===== src/rtl/demux_capture_311.sv =====
// rtl/demux_capture_311.sv - four-channel rising-edge event counters behind the 1x4 demux
// Per-channel saturating counters with sticky overflow, read back through a req/ack port.
module demux_capture_311 #(
  parameter int CW        = 8,
  parameter bit CLR_ON_RD = 1'b1
) (
  input  logic          clk,
  input  logic          rst_n,
  input  logic          y0_311,
  input  logic          y1_311,
  input  logic          y2_311,
  input  logic          y3_311,
  input  logic          clr,
  input  logic          rd_req,
  input  logic [1:0]    rd_sel,
  input  logic          rd_ack,
  output logic [CW-1:0] data_311,
  output logic          valid_311,
  output logic          busy_311,
  output logic [3:0]    ovf_311
);

  typedef enum logic [1:0] {IDLE, LOAD, HOLD} state_t;

  localparam logic [CW-1:0] CNT_MAX = {CW{1'b1}};

  state_t        state;
  logic [1:0]    sel_q;
  logic [3:0]    y_now;
  logic [3:0]    y_hist;
  logic [3:0]    rise;
  logic [3:0]    rd_clr;
  logic [CW-1:0] cnt [4];

  assign y_now = {y3_311, y2_311, y1_311, y0_311};
  assign rise  = y_now & ~y_hist;

  // Destructive read targets only the latched channel, and only during LOAD.
  always_comb begin
    rd_clr = 4'b0000;
    if (CLR_ON_RD && (state == LOAD)) begin
      rd_clr[sel_q] = 1'b1;
    end
  end

  always_ff @(posedge clk or negedge rst_n) begin
    if (!rst_n) begin
      y_hist  <= 4'b0000;
      ovf_311 <= 4'b0000;
      for (int k = 0; k < 4; k++) begin
        cnt[k] <= '0;
      end
    end else begin
      y_hist <= y_now;
      for (int k = 0; k < 4; k++) begin
        if (clr) begin
          cnt[k]     <= '0;
          ovf_311[k] <= 1'b0;
        end else if (rd_clr[k]) begin
          // A rise landing in the read cycle is kept rather than lost.
          cnt[k]     <= rise[k] ? CW'(1) : '0;
          ovf_311[k] <= 1'b0;
        end else if (rise[k]) begin
          if (cnt[k] == CNT_MAX) begin
            ovf_311[k] <= 1'b1;
          end else begin
            cnt[k] <= cnt[k] + CW'(1);
          end
        end
      end
    end
  end

  always_ff @(posedge clk or negedge rst_n) begin
    if (!rst_n) begin
      state     <= IDLE;
      sel_q     <= 2'd0;
      data_311  <= '0;
      valid_311 <= 1'b0;
      busy_311  <= 1'b0;
    end else begin
      case (state)
        IDLE: begin
          valid_311 <= 1'b0;
          if (rd_req) begin
            sel_q    <= rd_sel;
            state    <= LOAD;
            busy_311 <= 1'b1;
          end
        end
        LOAD: begin
          data_311  <= cnt[sel_q];
          valid_311 <= 1'b1;
          state     <= HOLD;
        end
        HOLD: begin
          if (rd_ack) begin
            valid_311 <= 1'b0;
            busy_311  <= 1'b0;
            state     <= IDLE;
          end
        end
        default: begin
          valid_311 <= 1'b0;
          busy_311  <= 1'b0;
          state     <= IDLE;
        end
      endcase
    end
  end

endmodule


===== config.mk =====
export PLATFORM = sky130hd
export DESIGN_NAME = demux_capture_311
export DESIGN_NICKNAME = d
export VERILOG_FILES = /design/src/rtl/demux_capture_311.sv
export SDC_FILE = /design/constraint.sdc
export NUM_CORES = 1
export LEC_CHECK = 0
export ABC_CLOCK_PERIOD_IN_PS = 2200
export CORE_ASPECT_RATIO = 0.6
export CORE_MARGIN = 2
export CORE_UTILIZATION = 55
export DETAILED_ROUTE_END_ITERATION = 10
export GPL_ROUTABILITY_DRIVEN = 0
export HOLD_SLACK_MARGIN = 0.03
export PLACE_DENSITY = 0.78
export RECOVER_POWER = 25
export SLEW_MARGIN = 20
export SYNTH_ARGS = -nofsm -noshare
export SYNTH_HDL_FRONTEND = slang
export SYNTH_SLANG_ARGS = --single-unit

===== constraint.sdc =====
create_clock -name clk -period 2.2 [get_ports clk]
set_clock_uncertainty 0.05 [all_clocks]
set_input_delay 0.33 -clock clk [delete_from_list [all_inputs] [get_ports clk]]
set_output_delay 0.33 -clock clk [all_outputs]
set_load 0.005 [all_outputs]

# Word level (Yosys, flattened, before mapping)
# Index checks and enable logic that the tools add are counted.
op_classes:
  addsub: 4
  n_lt_le_gt_ge: 3
  n_eq_ne: 12
  muxes: 49
  bitwise_logic: 4
  reduce_logical: 21
ops:
  columns: ["op", "count"]
  rows:
  - ["8-bit two-way mux", 18]
  - ["8-bit by 1-bit adder with 8-bit output (second input constant)", 4]
  - ["8-bit equality test (second input constant)", 4]
  - ["3-bit nonzero test", 8]
  - ["1-bit two-way mux", 23]
  - ["2-bit AND reduction", 10]
  - ["8-bit binary-select mux with 2-bit select", 1]
  - ["3-bit != test (second input constant)", 4]
  - ["2-bit case mux with 3 select lines", 1]
  - ["4-bit bitwise AND", 1]
  - ["2-bit two-way mux", 2]
  - ["4-bit two-way mux", 1]
  - ["2-bit != test (second input constant)", 2]
  - ["4-bit inverter", 1]
  - ["3-bit >= comparator (second input constant)", 1]
  - ["2-bit by 3-bit < comparator with 1-bit output (second input constant)", 1]
  - ["2-bit inverter with 3-bit output", 1]
  - ["1-bit case mux with 3 select lines", 1]
  - ["3-bit AND reduction", 1]
  - ["1-bit demux with 2-bit select", 1]
  - ["2-bit by 1-bit equality test with 1-bit output (second input constant)", 1]
  - ["2-bit equality test (second input constant)", 1]
  - ["2-bit by 1-bit >= comparator with 1-bit output (second input constant)", 1]
  - ["2-bit zero test", 1]
  - ["3 further kinds", 3]
word_totals:
  regBits: 54
  input_bits: 11
  output_inout_bits: 14
  wordCells: 107

# Depth between registers and ports, before layout
depth:
  word_depth: 7
  mapped_depth: 6
  depth_no_buf: 5

# Worst setup path before layout
# No wires, ideal clock.
synth_timing:
  path_kind: "register to register"
  from: "register cnt[0] (netlist bit)"
  to: "register cnt[2] (netlist bit)"
  setup_time_ns: 0.078
  t_arrival_ns: 1.632
  required_time_ns: 2.072
  slack_ns: 0.441
  path_stages_with_launch: 7
  n_path_buf: 1
  synth_period_minus_slack_ns: 1.759
  cell_sequence: "dfrtp_1 -> ha_1 -> and3_1 -> buf_6 -> a211o_1 -> or3_1 -> a21oi_1"
synth_via:
  elab_chain_len: 5
  elab_cells_between_ends: 8
  classes_between: "add/sub: 1; eq/ne: 2; mux: 4; reduce/logical: 1"
synth_lines:
  columns: ["element", "line", "text"]
  rows:
  - ["start, declared", "33", "logic [CW-1:0] cnt [4];"]
  - ["start signal, assigned by index", "61", "cnt[k] <= rise[k] ? CW'(1) : '0;"]
  - ["start signal, assigned by index", "67", "cnt[k] <= cnt[k] + CW'(1);"]
  - ["8-bit by 1-bit adder with 8-bit output", "67", null]
  - ["8-bit two-way mux", "64", "if (cnt[k] == CNT_MAX) begin"]
  - ["8-bit two-way mux", "63", "end else if (rise[k]) begin"]
  - ["8-bit two-way mux", "59", "end else if (rd_clr[k]) begin"]
  - ["8-bit two-way mux", "56", "if (clr) begin"]
# Parallel ways exist; a longest one is shown, timed or not. The select of a mux whose other input is x is not followed.
# A chain may end at the register's enable or synchronous reset.

# Worst setup path in the final report
# Ends and elaborated chain as after synthesis.

==> metrics.cfg <==
[timing]
period_minus_slack_ns=1.946
max_freq_mhz=514.0
tightest_slew_ns=1.296
finalHoldViolCount=0
slew_viol_final=0
slew_headroom_pct=13.59
layout_setup_ws_ns=0.2544
post-route-period-util_pct=88.43
setup_violations=0
setup_tns_ns=0
finalHoldWorstSlack_ns=0.4494
rsz0062_at_grt=no

[layout]
syn_to_final_growth_pct=15.00
mostFrequentLayoutCells=dfrtp_1 (54), nor2_1 (23), clkdlybuf4s50_1 (19)
nNetsFinal=303
area.sequential_mm2=0.001351
utilization_pct=64.32
diodes=0
multi_input_area_mm2=0.001353
final_area_mm2=0.003203
drive_gt1_share_pct=13.15
fillers=417
final_common_cell=dfrtp_1

[worst_setup_path]
worstPathCellList=ha_1 > and3_1 > a211o_1 > or3_1 > a21oi_1
cp_max_fo=7
max_stage_delay_ns=0.44
crit_slowest_cell=dfrtp_1
critical_path_required_ns=2.37
endpoint_kind=register
cp-start-kind=register
setup.worst_path.class=reg -> reg
worstPathArrival_ns=2.12

[floorplan]
die_y_um=59.12
dieArea_mm2=0.005668
initial_core_util_pct=55.93
boundaryPins=25
rows=20
core_area_mm2=0.004980
die_x_um=95.87

[synthesis]
synthCells=259
synth_cell_type_count=49
synth-seq-area-share_pct=48.52
synth_edf_count=0
ys_seq_elements=54
ys.warnings.count=0
syn_area_mm2=0.002785
avgSynthCellArea_um2=10.75
ys.flop_type=dfrtp_1
async_reset_ff_share_pct=100.0
syn-num-nets=274

[drt]
antenna_left=0
dr.pass1.iters=4
viasPerCell=6.192
wl_per_cell_um=16.32
vias=2198
drtIter0Drc=221
drt_wl_total_um=5795
drc_errors=0

[grt]
grt_overflow=0
grt_pass1_vias=1983
grt_use_total_pct=23.60
grt_pass1_wl_um=9908
antenna_found_initial=0
grt_max_degree=55

[cts]
root_buffer=clkbuf_8
cts_sinks=54
clockBufferDepth=2
cts_tree=built
htreeDepth=2
cts.reportedPaths.clkPinSlew_ns=0.09
cts_resized=0
numCtsBuffers=5
clk-insertion-delay-late_ns=0.31

[status]
status=completed

[power_and_ir_drop]
powerDensity_mw_per_mm2=692.9
p_leak_nw=1.339
ir_drop_uv=349.7

[run]
maxCapViolations=0

[min_path]
min_path_type=reg -> reg

[placement]
io_buffer_count=24
post_dp_cell_area_mm2=0.003117
dp_slack_ns=0.1660
dp_hpwl_um=4276

[report_power, final]
| part | leakage, nW | internal, W | switching, W |
|---|---|---|---|
| clock network | 0.0482 | 0.000255 | 0.000314 |
| registers | 0.730 | 0.00107 | 0.0000727 |
| logic | 0.560 | 0.000263 | 0.000248 |
[sequential cells by signal (all words and copies together) (netlist names)]
signal and cells:
valid_311 1, ovf_311 4, sel_q 2, state 2
cnt 32, y_hist 4, busy_311 1, data_311 8
[final timing paths]
check                                       start                       to  slack (ns)  cells past startpoint
setup / recovery               cnt[0]$_DFFE_PN0P_       cnt[2]$_DFFE_PN0P_        0.25                      5
min in group asynchronous                   rst_n      cnt[28]$_DFFE_PN0P_        0.86                      3
hold / removal             ovf_311[1]$_DFFE_PN0P_   ovf_311[1]$_DFFE_PN0P_        0.45                      1
hold reg to reg            ovf_311[1]$_DFFE_PN0P_   ovf_311[1]$_DFFE_PN0P_        0.45                      1
max in group asynchronous                   rst_n  data_311[5]$_DFFE_PN0N_        0.45                      3
setup reg to reg               cnt[0]$_DFFE_PN0P_       cnt[2]$_DFFE_PN0P_        0.25                      5
[Yosys cell counts, drive strengths merged (3+ instances only)]
master   n  area (µm²)
nand3   10       50.05
mux4     8       180.2
or2      3       18.77
nor3     7       35.03
nor2    23       86.33
a21oi   15       75.07
clkbuf   3       11.26
mux2    10       112.6
a211oi   7       52.55
nand2b   3       18.77
or3      5       31.28
ha       4       50.05
buf      7       40.03
or4      3       22.52
o21ai   15       78.83
nand2   13       48.80
and2b    3       22.52
o211ai   5       37.54
inv      8       30.03
a31oi    3       18.77
nand4    6       37.54
xnor2    3       26.28
xor2     6       52.55
nor2b    3       18.77
and3     5       31.28
mux2i    3       30.03
o21ba    3       30.03
dfrtp   54        1351
[stage by stage]
step,total power (W),cells
after floorplan,0.001482,259
after global placement,0.001668,346
after detailed placement,0.001677,346
after CTS,0.002238,355
after global routing,0.002361,355
final,0.002219,355
[routing by layer]
metal	vias up	part of all wire, %	track usage, %	routed length, µm
li1	1033	-	-	-
met1	1050	49	37.62	2844
met2	96	41	32.47	2386
met3	19	7.7	4.580	446
met4	0	2.0	7.347	117
met5	-	0	0	0
[worst max-delay path, delay by kind of cell, from the launching register on]
family	cells	cell delay [ns]
compound gates	2	0.55
fa+ha+maj	1	0.22
flops	1	0.44
simple gates	2	0.61
[what timing repair did]
| item | CTS | global route |
|---|---|---|
| setup buffers | 0 | 0 |
| hold buffers | 1 | 0 |
| hold endpoints to repair | 54 | 0 |
[area by class of cell]
cell class | count | share of cell area [%]
Sequential cell | 54 | 42.19
Tap cell | 66 | 2.578
Multi-Input combinational cell | 187 | 42.23
Clock buffer | 7 | 2.695
Timing Repair Buffer | 32 | 9.219
Inverter | 8 | 0.9375
Clock inverter | 1 | 0.1563
[kinds of logic after synthesis]
| group | after synthesis | share of synthesized area, % |
|---|---|---|
| AO/OA/AOI/OAI | 59 | 14.20 |
| flip-flops | 54 | 48.52 |
| AND/OR/NAND/NOR | 94 | 18.15 |
| XOR/XNOR | 9 | 2.830 |
| buffers and inverters | 18 | 2.920 |
| adder cells (fa/ha/maj) | 4 | 1.797 |
| multiplexers | 21 | 11.59 |
(Power assumes the default switching activity.)
